File: src/rtl/clk_mon_pkg.sv
// ---------------------------------------------------------------------------
// clk_mon_pkg: shared FSM state encoding and default widths for clk_period_monitor.
// Rev 1.0
// ---------------------------------------------------------------------------
`default_nettype none

package clk_mon_pkg;

  localparam int CNT_W_DEF = 32;

  typedef enum logic [1:0] {
    SEARCH  = 2'd0,
    MEASURE = 2'd1,
    LOCKED  = 2'd2
  } mon_state_t;

endpackage

`default_nettype wire

File: src/rtl/sync_edge_det.sv
// ---------------------------------------------------------------------------
// sync_edge_det: optional 2-flop synchronizer (CLK_PERIOD_MONITOR_SYNC_EN) plus edge strobe.
// Rev 1.0
// ---------------------------------------------------------------------------
`default_nettype none

module sync_edge_det (
  input  logic clk,
  input  logic rst,
  input  logic sig_in,
  output logic s,
  output logic edge_stb
);

`ifdef CLK_PERIOD_MONITOR_SYNC_EN
  logic r_meta;
  logic r_sync;

  always_ff @(posedge clk) begin
    if (!rst) begin
      r_meta <= 1'b0;
      r_sync <= 1'b0;
    end else begin
      r_meta <= sig_in;
      r_sync <= r_meta;
    end
  end

  assign s = r_sync;
`else
  assign s = sig_in;
`endif

  logic r_prev;

  always_ff @(posedge clk) begin
    if (!rst) r_prev <= 1'b0;
    else      r_prev <= s;
  end

  assign edge_stb = s ^ r_prev;

endmodule

`default_nettype wire

File: src/rtl/clk_period_monitor.sv
// ---------------------------------------------------------------------------
// clk_period_monitor: half-period measurement, lock tracking and sticky fault (CLK_PERIOD_MONITOR_SYNC_EN).
// Rev 1.0
// ---------------------------------------------------------------------------
`default_nettype none

module clk_period_monitor
  import clk_mon_pkg::*;
#(
  parameter int EXP_HALF = 5,
  parameter int TOL      = 0,
  parameter int LOCK_CNT = 4,
  parameter int TIMEOUT  = 1023,
  parameter int CNT_W    = CNT_W_DEF
) (
  input  logic             clk,
  input  logic             rst,
  input  logic             sig_in,
  input  logic             clr_fault,
  output logic [CNT_W-1:0] half_period,
  output logic             period_valid,
  output logic             edge_pulse,
  output logic             locked,
  output logic             fault
);

  localparam logic [CNT_W-1:0]     C_TIMEOUT = CNT_W'(TIMEOUT);
  localparam logic [CNT_W-1:0]     C_LOCK    = CNT_W'(LOCK_CNT);
  localparam logic signed [CNT_W:0] C_EXP    = (CNT_W+1)'(EXP_HALF);
  localparam logic signed [CNT_W:0] C_TOL    = (CNT_W+1)'(TOL);

  logic                    w_s_unused;
  logic                    w_edge;
  logic [CNT_W-1:0]        r_cnt;
  logic [CNT_W-1:0]        w_meas;
  logic signed [CNT_W:0]   w_diff;
  logic signed [CNT_W:0]   w_abs;
  logic                    w_in_tol;
  logic                    w_timeout;
  mon_state_t              r_state;
  mon_state_t              w_state_nxt;
  logic [CNT_W-1:0]        r_match_cnt;
  logic [CNT_W-1:0]        w_match_nxt;
  logic                    w_fault_set;
  logic                    w_meas_valid;

  sync_edge_det u_sync_edge_det (
    .clk      (clk),
    .rst      (rst),
    .sig_in   (sig_in),
    .s        (w_s_unused),
    .edge_stb (w_edge)
  );

  always_ff @(posedge clk) begin
    if (!rst)                     r_cnt <= '0;
    else if (w_edge)              r_cnt <= '0;
    else if (r_cnt != C_TIMEOUT)  r_cnt <= r_cnt + CNT_W'(1);
  end

  assign w_meas   = r_cnt + CNT_W'(1);
  assign w_diff   = $signed({1'b0, w_meas}) - C_EXP;
  assign w_abs    = w_diff[CNT_W] ? -w_diff : w_diff;
  assign w_in_tol = (w_abs <= C_TOL);
  // An edge arriving while the counter sits at TIMEOUT still counts as an edge.
  assign w_timeout = (r_cnt == C_TIMEOUT) && !w_edge;

  always_comb begin
    w_state_nxt  = r_state;
    w_match_nxt  = r_match_cnt;
    w_fault_set  = 1'b0;
    w_meas_valid = 1'b0;
    if (w_timeout) begin
      w_state_nxt = SEARCH;
      w_match_nxt = '0;
      w_fault_set = (r_state != SEARCH);
    end else if (w_edge) begin
      unique case (r_state)
        SEARCH: w_state_nxt = MEASURE;
        MEASURE: begin
          w_meas_valid = 1'b1;
          if (w_in_tol) begin
            w_match_nxt = r_match_cnt + CNT_W'(1);
            if (r_match_cnt + CNT_W'(1) == C_LOCK) w_state_nxt = LOCKED;
          end else begin
            w_match_nxt = '0;
          end
        end
        LOCKED: begin
          w_meas_valid = 1'b1;
          if (!w_in_tol) begin
            w_fault_set = 1'b1;
            w_match_nxt = '0;
            w_state_nxt = MEASURE;
          end
        end
        default: w_state_nxt = SEARCH;
      endcase
    end
  end

  always_ff @(posedge clk) begin
    if (!rst) r_state <= SEARCH;
    else      r_state <= w_state_nxt;
  end

  always_ff @(posedge clk) begin
    if (!rst) begin
      r_match_cnt  <= '0;
      half_period  <= '0;
      period_valid <= 1'b0;
      edge_pulse   <= 1'b0;
      fault        <= 1'b0;
    end else begin
      r_match_cnt  <= w_match_nxt;
      period_valid <= w_meas_valid;
      edge_pulse   <= w_edge;
      if (w_meas_valid) half_period <= w_meas;
      if (w_fault_set)    fault <= 1'b1;
      else if (clr_fault) fault <= 1'b0;
    end
  end

  assign locked = (r_state == LOCKED);

endmodule

`default_nettype wire

File: config.mk
export PLATFORM = sky130hd
export DESIGN_NAME = clk_period_monitor
export DESIGN_NICKNAME = d
export VERILOG_FILES = /design/src/rtl/clk_mon_pkg.sv /design/src/rtl/sync_edge_det.sv /design/src/rtl/clk_period_monitor.sv
export SDC_FILE = /design/constraint.sdc
export NUM_CORES = 1
export LEC_CHECK = 0
export ABC_AREA = 1
export CAP_MARGIN = 20
export CELL_PAD_IN_SITES_DETAIL_PLACEMENT = 1
export CELL_PAD_IN_SITES_GLOBAL_PLACEMENT = 2
export CORE_MARGIN = 2
export CORE_UTILIZATION = 29
export DETAILED_ROUTE_END_ITERATION = 10
export GPL_TIMING_DRIVEN = 0
export PLACE_DENSITY = 0.85
export SYNTH_ARGS = -nofsm -noshare
export SYNTH_HDL_FRONTEND = slang
export SYNTH_SLANG_ARGS = --single-unit
File: constraint.sdc
create_clock -name clk -period 3.1 [get_ports clk]
set_clock_uncertainty 0.15 [all_clocks]
set_input_delay 0.465 -clock clk [delete_from_list [all_inputs] [get_ports clk]]
set_output_delay 0.465 -clock clk [all_outputs]
set_load 0.03 [all_outputs]
# Word-level counts from Yosys, hierarchy flattened
# Index checks and enable logic that the tools add are counted.
# totals
ff_bits	102
in_bits	4
output_inout_bits	36
elab_cells	51
# classes
add_sub_neg	4
n_lt_le_gt_ge	1
eq_ne	8
n_mux	17
bitwise	2
n_reduce_logical	11
# ops
cell	count
adder 32 x 1 -> 32 bit (second input constant)	2
two-way mux 32 bit	2
one-hot mux 32 bit (2 select lines)	1
<= comparator 33 x 1 -> 1 bit (second input constant)	1
two-way mux 33 bit	1
negator 33 bit	1
subtractor 32 x 3 -> 33 bit (second input constant)	1
== test 32 x 10 -> 1 bit (second input constant)	1
== test 32 x 3 -> 1 bit (second input constant)	1
inequality test 32 x 10 -> 1 bit (second input constant)	1
two-way mux 1 bit	9
two-way mux 2 bit	3
inequality test 2 bit (second input constant)	3
one-hot mux 2 bit (3 select lines)	1
nonzero test 2 bit	3
OR reduction 2 bit	3
AND reduction 4 bit	1
AND reduction 3 bit	1
== test 2 x 1 -> 1 bit (second input constant)	1
== test 2 bit (second input constant)	1
logical NOT 2 bit	1
logical AND 1 bit	1
logical NOT 1 bit	1
NOT 1 bit	1
bitwise XOR 1 bit	1

# Logic depth before layout (Yosys ltp)
# Gate-level depths: netlist of run 1.
# depth
depth_word	10
depth_mapped	27
depth_no_buf	26

# Cells and area by module
# A second synthesis of run 1 with hierarchy kept.
# hier_totals
cells_unflattened	1161
hier_area_um2	7135.6
# modules_own_cells
module	n_inst	cells_each	area_per_inst_um2	seq_area_each_um2
clk_period_monitor	1	1152	7081.8	2021.9
sync_edge_det	1	9	53.8	20.0

# Worst setup path before layout of run 1
# No wires, ideal clock.
# synth_path
path_kind	reg-to-reg
startpoint	register r_cnt[2]
endpoint	register r_match_cnt[22]
setup_ns	0.114
arrival_time_ns	3.010
required_ns	2.836
setup_slack_ns	-0.174
stages_incl_launch_ff	24
path_buffers	2
period_less_slack_ns	3.274
path_cell_list	dfxtp_1 -> ha_1 -> nand2_2 -> nor2_4 -> xnor2_1 -> nand2_1 -> nor2_2 -> nand2_2 -> nor2_4 -> nand3_4 -> buf_6 -> nand2_1 -> nand2_1 -> nor2_1 -> nand3_1 -> nor2_2 -> nand3_2 -> nor2_4 -> nand2_2 -> nand3_4 -> buf_6 -> nand2_1 -> nand2_1 -> nor2_1
# synth_between
elab_chain_len	7
word_cells_on_any_way	12
classes_between	add/sub: 3; order compare: 1; eq/ne: 2; mux: 3; reduce/logical: 3
# synth_lines
item	line_no	text
start, declared	clk_period_monitor.sv:34	logic [CNT_W-1:0] r_cnt;
start signal, assigned	clk_period_monitor.sv:58	else if (r_cnt != C_TIMEOUT) r_cnt <= r_cnt + CNT_W'(1);
adder 32 x 1 -> 32 bit	clk_period_monitor.sv:61	assign w_meas = r_cnt + CNT_W'(1);
subtractor 32 x 3 -> 33 bit	clk_period_monitor.sv:62	assign w_diff = $signed({1'b0, w_meas}) - C_EXP;
negator 33 bit	clk_period_monitor.sv:63	assign w_abs = w_diff[CNT_W] ? -w_diff : w_diff;
two-way mux 33 bit	clk_period_monitor.sv:63	
<= comparator 33 x 1 -> 1 bit	clk_period_monitor.sv:64	assign w_in_tol = (w_abs <= C_TOL);
two-way mux 32 bit or inequality test 2 bit (tied branches)	--	
one-hot mux 32 bit (2 select lines) or AND reduction 3 bit (tied branches)	--	
end signal, assigned	clk_period_monitor.sv:115	r_match_cnt <= w_match_nxt;
end, declared	clk_period_monitor.sv:42	logic [CNT_W-1:0] r_match_cnt;
# Several ways; a longest one is shown, not always the timed one.
# A chain may end at the register's enable or synchronous reset.

# Final worst setup path of run 1
# layout_path
startpoint	register r_cnt[1]
endpoint	register r_match_cnt[8]
# The elaborated chain is that of the path after synthesis.

==> summary.md, run 1 <==
| Metric | Value |
|---|---|
| Crit end category | `flop` |
| Slew HR | `about a third` |
| DP HPWL | `slightly below 20000 um` |
| Final WS setup | `-0.672 ns` |
| Violated checks | `setup timing` |
| Yosys Warn Count | `0` |
| Maximum vdd drop | `approximately 0.26 mV` |
| Synth area leader | `dfxtp_1` |
| Die width | `approximately 160 um` |
| Layout cells sized above 1 | `between 20% and 30%` |
| Vias per std cell | `roughly 4.7` |
| Row cnt | `56` |
| Max cap viols | `0` |
| CP Launch Type | `flop` |
| Final core occ | `39.3%` |
| CP arrival | `approximately 4 ns` |
| Initial antenna violation count | `0` |
| Initial DRT Pass Iterations | `5` |
| Mapped cell area | `~0.0068 mm2` |
| Clk Tree Root Cell | `clkbuf_16` |
| Final cell count without fillers | `1566` |
| Largest net degree at the start of global routing | `18` |
| P per Cell Area | `~400 mW/mm2` |
| WS Path Type | `reg2reg` |
| Total global routing overflow | `0` |
| Post-synthesis xor/xnor area fraction | `between 5 and 6%` |
| Die height | `between 150 and 200 um` |
| Simple-Gate Fraction of Synth Area | `44.2%` |
| Post-synth top area share | `~30%` |
| Met2 WL | `roughly 12000 um` |
| Placed cells | `between 1k and 1.5k` |
| Final setup fails | `35` |
| Clock buffer count from CTS | `9` |
| CP Max Fanout | `5` |
| Initial DRC Count | `roughly 280` |
| Clock Latency Late Sink | `0.37 ns` |
| Multiplexer area fraction after synthesis | `0%` |
| Final ANT Viol Nets | `0` |
| Top layer in use | `met4` |
| First-pass GRT wire length | `~41000 um` |
| Setup TNS Final | `-21.41 ns` |
| Fin crit period | `about 3.8 ns` |
| Hold Startpoint | `half_period[15]` |
| Largest family of logic cells by synthesized area | `simple AND/OR/NAND/NOR gates` |
| Routed wl met3 | `roughly 640 um` |
| Status | `complete, but fails checks` |
| Ant diodes | `0` |
| Fin. max-slew vios | `0` |
| Endpoints failing hold | `0` |
| Synth unique cells | `37` |
| Met1 WL | `12600 um` |
| Gpl congestion | `approximately 0.86` |
| Post-Synth Adder-Cell Area | `under 10%` |
| Core ar. | `between 0.02 and 0.025 mm2` |
| CTS tree | `done` |
| DR DRC count | `0` |
| Synth Area in Compound Gates | `under 10%` |
| Clock buffer depth | `2` |
| Synth top area cells | `dfxtp_1, nand2_1, nor2_1` |
| Hold Path Class | `reg2reg` |
| Tot Pwr | `3.68 mW` |
| Gate Count Post-Synth | `1129` |
| Worst EP required | `approximately 3.3 ns` |
| I/O pin count | `40` |
| Routed via count | `7420` |
| Commonest non-fill, non-tap cell in the layout | `nand2_1` |
| Final critical-path share of the clock period | `122%` |
| Clk sink count | `roughly 100` |
| RSZ-0062 raised after global routing | `true` |
| Seq cells post-synth | `between 100 and 150` |
| Mean Syn Cell Area | `6.07 um2` |
| P&R area growth vs syn | `33.9%` |
| Die Area | `0.0249 mm2` |
| DR WL/cell | `approximately 17 um` |
| Sequential area share after synthesis | `slightly below 30%` |
| H-tree Lvls | `3` |
| Worst Tran Pin Value | `1.00 ns` |
| Crit path from | `r_cnt[1]` |
| Final wirelength | `approximately 26000 um` |
| Total track usage | `21.1%` |
| NumNets Final | `between 1k and 1.5k` |
| Starting density of the core | `29.4%` |
| Synthesized net count | `between 1k and 1.5k` |
| Vias in the first global route | `7488` |
| Port bufs | `38` |
| Worst-path clk slew | `roughly 0.080 ns` |
| Maximum operating frequency | `approximately 0.27 GHz` |
| R2r startpoint | `r_cnt[1]` |
| Leakage | `~4.1 nW` |
| Most frequent cells in the layout | `nand2_1, nor2_1, inv_1` |
## final cells by class
class / count / area (um2)
timing repair buffer: 104 / 1060
tap: 319 / 399
inverter: 162 / 614
sequential: 102 / 2080
fill: 3024 / 14200
clock inverter: 6 / 45.0
clock buffer: 10 / 239
buffer: 26 / 199
multi-input combinational: 837 / 4540
## state kept, by name, summed over array words and instances, names as in the netlist
register	count
half_period	32
r_cnt	32
r_match_cnt	32
r_state	2
edge_pulse	1
fault	1
period_valid	1
u_sync_edge_det.r_prev	1
## metrics by stage
step,hold WS (ns),cell area (um2),setup WS [ns]
CTS,0.362,8850,-0.540
detailed placement,0.339,7700,-0.968
global route,0.382,9170,-0.874
global placement,0.337,7700,-0.914
finish,0.354,9170,-0.672
floorplan,0.325,6920,-0.0655
## synth_stat cells
| library cell | number |
|---|---|
| clkinv_1 | 5 |
| or2_2 | 2 |
| o211ai_1 | 23 |
| dfxtp_1 | 102 |
| ha_1 | 9 |
| inv_1 | 150 |
| nand4_1 | 28 |
| buf_1 | 3 |
| buf_6 | 7 |
| nor4_1 | 7 |
| inv_2 | 7 |
| and2_1 | 1 |
| a21boi_0 | 1 |
| nand2_2 | 14 |
| a211oi_1 | 3 |
| nor2_2 | 13 |
| nor2_4 | 10 |
| nand3_2 | 1 |
| buf_4 | 1 |
| nand3b_1 | 7 |
| xor2_1 | 43 |
| buf_2 | 4 |
| o21ai_1 | 9 |
| nor2_1 | 200 |
| a31oi_1 | 1 |
| and2_0 | 1 |
| clkbuf_1 | 13 |
| nand2_1 | 333 |
| or2_1 | 1 |
| nand3_1 | 57 |
| xnor2_1 | 3 |
| a21oi_1 | 31 |
| nor3_1 | 20 |
| nand2_4 | 1 |
| nand3_4 | 2 |
| o21ai_0 | 15 |
| o22ai_1 | 1 |
## worst max-delay path, stage by stage, from the launching register on
cell,delay (ns)
dfxtp_4,0.37
ha_4,0.17
nand2_4,0.09
nor2_4,0.19
nand3b_1,0.22
o21ai_2,0.22
nand2_4,0.10
nor2_4,0.13
nand2_2,0.09
nor2_4,0.19
nand3_4,0.17
buf_8,0.18
buf_4,0.12
nand3_1,0.07
nand2_1,0.07
nor2_2,0.18
nand3_2,0.11
nor2_4,0.12
nand2_2,0.09
nand3_4,0.11
buf_12,0.14
buf_8,0.12
buf_8,0.13
a21oi_1,0.05
nor2_1,0.11
## worst paths after layout
check,end,slack [ns],cells after the start
worst min register to register,half_period[15],0.35,2
worst max register to register,r_match_cnt[8],-0.67,24
worst max-delay path,r_match_cnt[8],-0.67,24
worst min-delay path,half_period[15],0.35,2
## power by group
group          switching [mW]  internal (mW)
sequential             0.0981           1.43
clock                   0.560          0.573
combinational           0.609          0.407
## cells by family (layout without fill, tap and decap cells)
kind of cell    Yosys count  count (layout)
xor+xnor                 46              46
buf+inv                 190             308
fa+ha+maj                 9               9
simple gates            698             698
compound gates           84              84
flops                   102             102
## layer usage
layer | up-vias | global-route usage, %
met5 | - | 0
met4 | 0 | 5.93
met3 | 24 | 1.53
met2 | 103 | 35.7
met1 | 3553 | 28.9
li1 | 3740 | -
## what timing repair did
action,4_1_cts,5_1_grt
endpoints found under the hold margin,0,0
hold buffers,0,0
gates resized for setup,118,71
pin swaps,36,47
setup endpoints to repair,35,35
cloned,6,0
buffers inserted,42,18
(Power assumes the default switching activity.)
==> inputs of run 2 (changes only) <==
--- a/config.mk
+++ b/config.mk
@@ -13,6 +13,7 @@
 export CORE_UTILIZATION = 29
 export DETAILED_ROUTE_END_ITERATION = 10
 export GPL_TIMING_DRIVEN = 0
+export MAX_ROUTING_LAYER = met4
 export PLACE_DENSITY = 0.85
 export SYNTH_ARGS = -nofsm -noshare
 export SYNTH_HDL_FRONTEND = slang
==> summary.md, run 2 (synthesis results as in run 1) <==
| Metric | Value |
|---|---|
| Status | `complete, but fails checks` |
| Violated checks | `setup timing` |
| R2r startpoint | `r_cnt[0]` |
| Worst flop-to-flop path endpoint | `r_match_cnt[18]` |
| Routed via count | `7437 (+0.23%)` |
| Hold Path Class | `reg2reg` |
| Final wirelength | `26100 um (-0.12%)` |
| Core ar. | `0.0233 mm2 (unchanged)` |
| Hold Startpoint | `half_period[15]` |
| Hold Path Stages | `2 (unchanged)` |
| Placed cells | `1486 (unchanged)` |
| Row cnt | `56 (unchanged)` |
| Crit end category | `flop` |
| Most frequent cells in the layout | `nand2_1, nor2_1, inv_1` |
| Worst EP required | `3.26 ns (about the same)` |
| Tot Pwr | `3.67 mW (-0.14%)` |
| Fin crit period | `3.76 ns (-0.0111 ns)` |
| Clock Latency Late Sink | `0.37 ns (about the same)` |
| Die Area | `0.0249 mm2 (unchanged)` |
| Placement Cell Area | `0.00770 mm2 (unchanged)` |
| WS Path Type | `reg2reg` |
| Clk Tree Root Cell | `clkbuf_16` |
| Clk sink count | `102 (unchanged)` |
| Final WS setup | `-0.661 ns (+0.0111 ns)` |
| Final critical-path share of the clock period | `121% (-0.36 points)` |
| Final ANT Viol Nets | `0 (unchanged)` |
| DR DRC count | `0 (unchanged)` |
| P&R area growth vs syn | `33.9% (unchanged)` |
| Maximum vdd drop | `0.262 mV (-0.38%)` |
| Final core occ | `39.3% (unchanged)` |
| Top Family by Delay on Critical Path | `simple AND/OR/NAND/NOR gates` |
| First-pass GRT wire length | `40500 um (about the same)` |
| Port bufs | `38 (unchanged)` |
| Crit path from | `r_cnt[0]` |
| Final setup fails | `35 (unchanged)` |
| Vias in the first global route | `7476 (-0.16%)` |
| Total global routing overflow | `0 (unchanged)` |
| I/O pin count | `40 (unchanged)` |
| Slew HR | `32.0% (-0.78 points)` |
| RSZ-0062 raised after global routing | `true` |
| Final cell count without fillers | `1566 (unchanged)` |
| Worst Hold Slack | `0.354 ns (+0.000114 ns)` |
| DP HPWL | `19600 um (unchanged)` |
| Final Cell Area | `0.00917 mm2 (unchanged)` |
| Worst Tran Pin Value | `1.01 ns (+0.0116 ns)` |
| H-tree Lvls | `3 (unchanged)` |
| CTS tree | `done` |
| Initial DRC Count | `312 (+10%)` |
| Layout cells sized above 1 | `22.4% (unchanged)` |
| P per Cell Area | `401 mW/mm2 (-0.14%)` |
| Maximum operating frequency | `0.266 GHz (+0.29%)` |
| Total track usage | `21.8% (+0.61 points)` |
| Gpl congestion | `0.870 (+1.6%)` |
| Die width | `158 um (unchanged)` |
| Initial DRT Pass Iterations | `5 (unchanged)` |
| Ant diodes | `0 (unchanged)` |
| Clock buffer count from CTS | `9 (unchanged)` |
| Die height | `158 um (unchanged)` |
| WP buf/inv | `10 (+5)` |
| CP Launch Type | `flop` |
| Max cap viols | `0 (unchanged)` |
| NumNets Final | `1255 (unchanged)` |
| Pre-CTS WS | `-0.968 ns (unchanged)` |
| Slowest cell on crit path | `dfxtp_4` |
| R2R cell count | `27 (+13%)` |
| Clock buffer depth | `2 (unchanged)` |
| Leakage | `4.12 nW (unchanged)` |
| Starting density of the core | `29.4% (unchanged)` |
| Hold Crit Endpoint | `half_period[15]` |
| Fin. max-slew vios | `0 (unchanged)` |
| CP arrival | `3.92 ns (about the same)` |
| DR WL/cell | `16.6 um (-0.12%)` |
| CP Max Fanout | `8 (+3)` |
| Reg2reg setup slack | `-0.66 ns (about the same)` |
| Worst-path clk slew | `0.08 ns (about the same)` |
| Hold_buf cts | `0 (unchanged)` |
| Endpoints failing hold | `0 (unchanged)` |
| Largest net degree at the start of global routing | `18 (unchanged)` |
| CP peak stage delay | `0.37 ns (about the same)` |
| Largest registers | `half_period: 32 flops, r_cnt: 32 flops, r_match_cnt: 32 flops` |
| Initial antenna violation count | `0 (unchanged)` |
| Setup TNS Final | `-21.06 ns (+0.342 ns)` |
| Commonest non-fill, non-tap cell in the layout | `nand2_1` |
| Vias per std cell | `4.75 (+0.23%)` |
==> run 2: worst reg2reg max path: cells and delay by family, from the launching register on <==
family | cells | cell delay [ns]
flops | 1 | 0.37
compound gates | 1 | 0.06
simple gates | 16 | 1.87
buf+inv | 10 | 1.26
==> run 2: worst max path at each step <==
stage          cells past startpoint              end  slack, ns
3_5_place_dp                      24   r_match_cnt[8]      -0.97
4_1_cts                           28   r_match_cnt[0]      -0.54
6_report                          27  r_match_cnt[18]      -0.66
3_3_place_gp                      24   r_match_cnt[8]      -0.91
2_1_floorplan                     24  r_match_cnt[22]      -0.07
5_1_grt                           26   r_match_cnt[3]      -0.89
==> run 2: per-layer routing <==
| layer | vias to the layer above | routed length, um | track usage [%] |
|---|---|---|---|
| met2 | 102 | 12500 | 35.7 |
| met3 | 22 | 737 | 1.53 |
| met5 | - | 0 | - |
| li1 | 3744 | - | - |
| met4 | 0 | 401 | 5.93 |
| met1 | 3569 | 12400 | 29.0 |
==> run 2: area by class of cell <==
type                       count  area, um2
tap                          319        399
clock buffer                  10        239
clock inverter                 6       45.0
timing repair buffer         104       1060
multi-input combinational    837       4540
fill                        3024      14200
buffer                        26        199
inverter                     162        614
sequential                   102       2080
==> run 2: report_power, final <==
group	internal (mW)	switching (mW)	leakage (nW)
clock	0.573	0.554	0.143
combinational	0.407	0.608	3.13
sequential	1.43	0.0988	0.844
==> run 2: repair_timing <==
action	4_1_cts	5_1_grt
setup buffers	42	18
pin swaps	36	47
gates resized for setup	118	71
setup endpoints to repair	35	35
cloned	6	0
endpoints found under the hold margin	0	0
==> edit, RTL diff (flow settings as in run 1) <==
Encoding of `mon_state_t`: now one-hot (3 bits for 3 states).
--- a/src/rtl/clk_mon_pkg.sv
+++ b/src/rtl/clk_mon_pkg.sv
@@ -10,6 +10,6 @@
 
-  typedef enum logic [1:0] {
-    SEARCH  = 2'd0,
-    MEASURE = 2'd1,
-    LOCKED  = 2'd2
+  typedef enum logic [2:0] {
+    SEARCH  = 3'b001,
+    MEASURE = 3'b010,
+    LOCKED  = 3'b100
   } mon_state_t;
Formal check against the unedited RTL: same outputs for any inputs over 10 cycles, from zero or initial values and one cycle with rst low; not proved beyond that.
==> edit against run 1 <==
The run still ends with negative setup slack left; sequential share of layout area down 2.2 points; cell count grew 5.7%; synthesized area is 3.7% higher; wire length increased by 11%; sequential cell count rose by 1; die area grew 3.6%; final area increased by 11%; highest routed layer unchanged; sequential power shrank 6%; total power shrank 11%; count of clock-buffer cells in the layout did not move; worst hold slack got worse by 0.031 ns; setup slack better by 0.15 ns; critical path type unchanged.
==> edit: results (changes against run 1) <==
status finished with violations (unchanged); failing checks negative setup slack (unchanged); placed inst area 7990 sq um (was 7700 sq um); launch point of the worst hold path r_match_cnt[4]$_SDFFE_PP0P_ (was half_period[15]$_SDFFE_PN0P_); setup TNS -16.00 ns (was -21.41 ns); post-DP HPWL 20,300 um (was 19,600 um); Nets 1,336 (was 1,255); layout cell share with drive strength beyond 1 28.8% (was 22.4%); fin cells 1,656 (was 1,566); met2 WL post-DR 13,400 um (was 12,500 um); switching share of power 30.7% (was 34.4%); Netlist cell types 33 (was 37); global-route wire length before repair 44,800 um (was 40,500 um); seq pwr 1.44 mW (was 1.53 mW); grt met3 use 3.67% (was 1.53%); top cells by area, synth dfxtp_1, nand2_1, nor2_1, inv_1, nand3_1 (was dfxtp_1, nand2_1, nor2_1, inv_1, xor2_1); Iter 0 DRT Violations 451 (was 283); Tot GR Track Use 21.9% (was 21.1%); register area share after synthesis 29.0% (was 29.8%); PnR worst setup slack -0.518 ns (was -0.672 ns); Post-Syn Instances 1,181 (was 1,129); placed insts 1,544 (was 1,486); post-synthesis compound-gate area fraction 8.44% (was 7.16%); Worst EP arrival 3.73 ns (was 3.93 ns); Post CTS Setup Buffer Count 73 (was 42); synth cell count leaders nand2_1, nor2_1, inv_1 (unchanged); final setup fails 36 (was 35); worst-path maximum fanout 7 (was 5); routability congestion estimate 0.850 (was 0.856); Reg2Reg Depth 26 (was 24); Vias/cell 4.98 (was 4.74); pin count of the biggest net entering global routing 19 (was 18); met2 Resource Use GR 36.3% (was 35.7%); Leak Pwr 4.70 nW (was 4.12 nW); Synth Area in XOR/XNOR 5.06% (was 5.88%); Worst slew margin 60.4% (was 32.7%); WL met1 13,800 um (was 12,600 um); Setup crit end r_match_cnt[31]$_SDFFE_PP0P_ (was r_match_cnt[8]$_SDFFE_PP0P_); WHS Endpoint r_match_cnt[4]$_SDFFE_PP0P_ (was half_period[15]$_SDFFE_PN0P_); Post-Synth Adder-Cell Area 0.881% (was 1.64%); M1 GR Usage 29.6% (was 28.9%); Comb power frac 18.6% (was 27.6%); number of global-route vias before repair 8,492 (was 7,488)
-- edit: layout make-up --
cell class	count	area [sq um]
Buffer	37	319
Clock buffer	10	229
Clock inverter	6	73.8
Fill cell	3083	14000
Inverter	158	616
Multi-Input combinational cell	884	5220
Sequential cell	103	2090
Tap cell	324	405
Timing Repair Buffer	134	1240
-- edit: critical path: stages, from the launching register on --
cell and delay (ns):
dfxtp_4 0.39, ha_4 0.16, nand2_4 0.07, nor2_4 0.16, nand2_2 0.10, nor2_2 0.12, nand2_1 0.08, nand2_1 0.08
nand2_2 0.10, nor2_4 0.16, nand2_2 0.11, nor2_4 0.19, nand3_4 0.12, buf_12 0.17, buf_12 0.15, nand3_4 0.08
nand2_1 0.06, nor2_1 0.09, nand2_1 0.10, nor2_4 0.13, nand2_2 0.09, nand3_4 0.09, nand2_4 0.07, buf_12 0.17
clkbuf_16 0.17, nor2_1 0.09, nor2_1 0.05
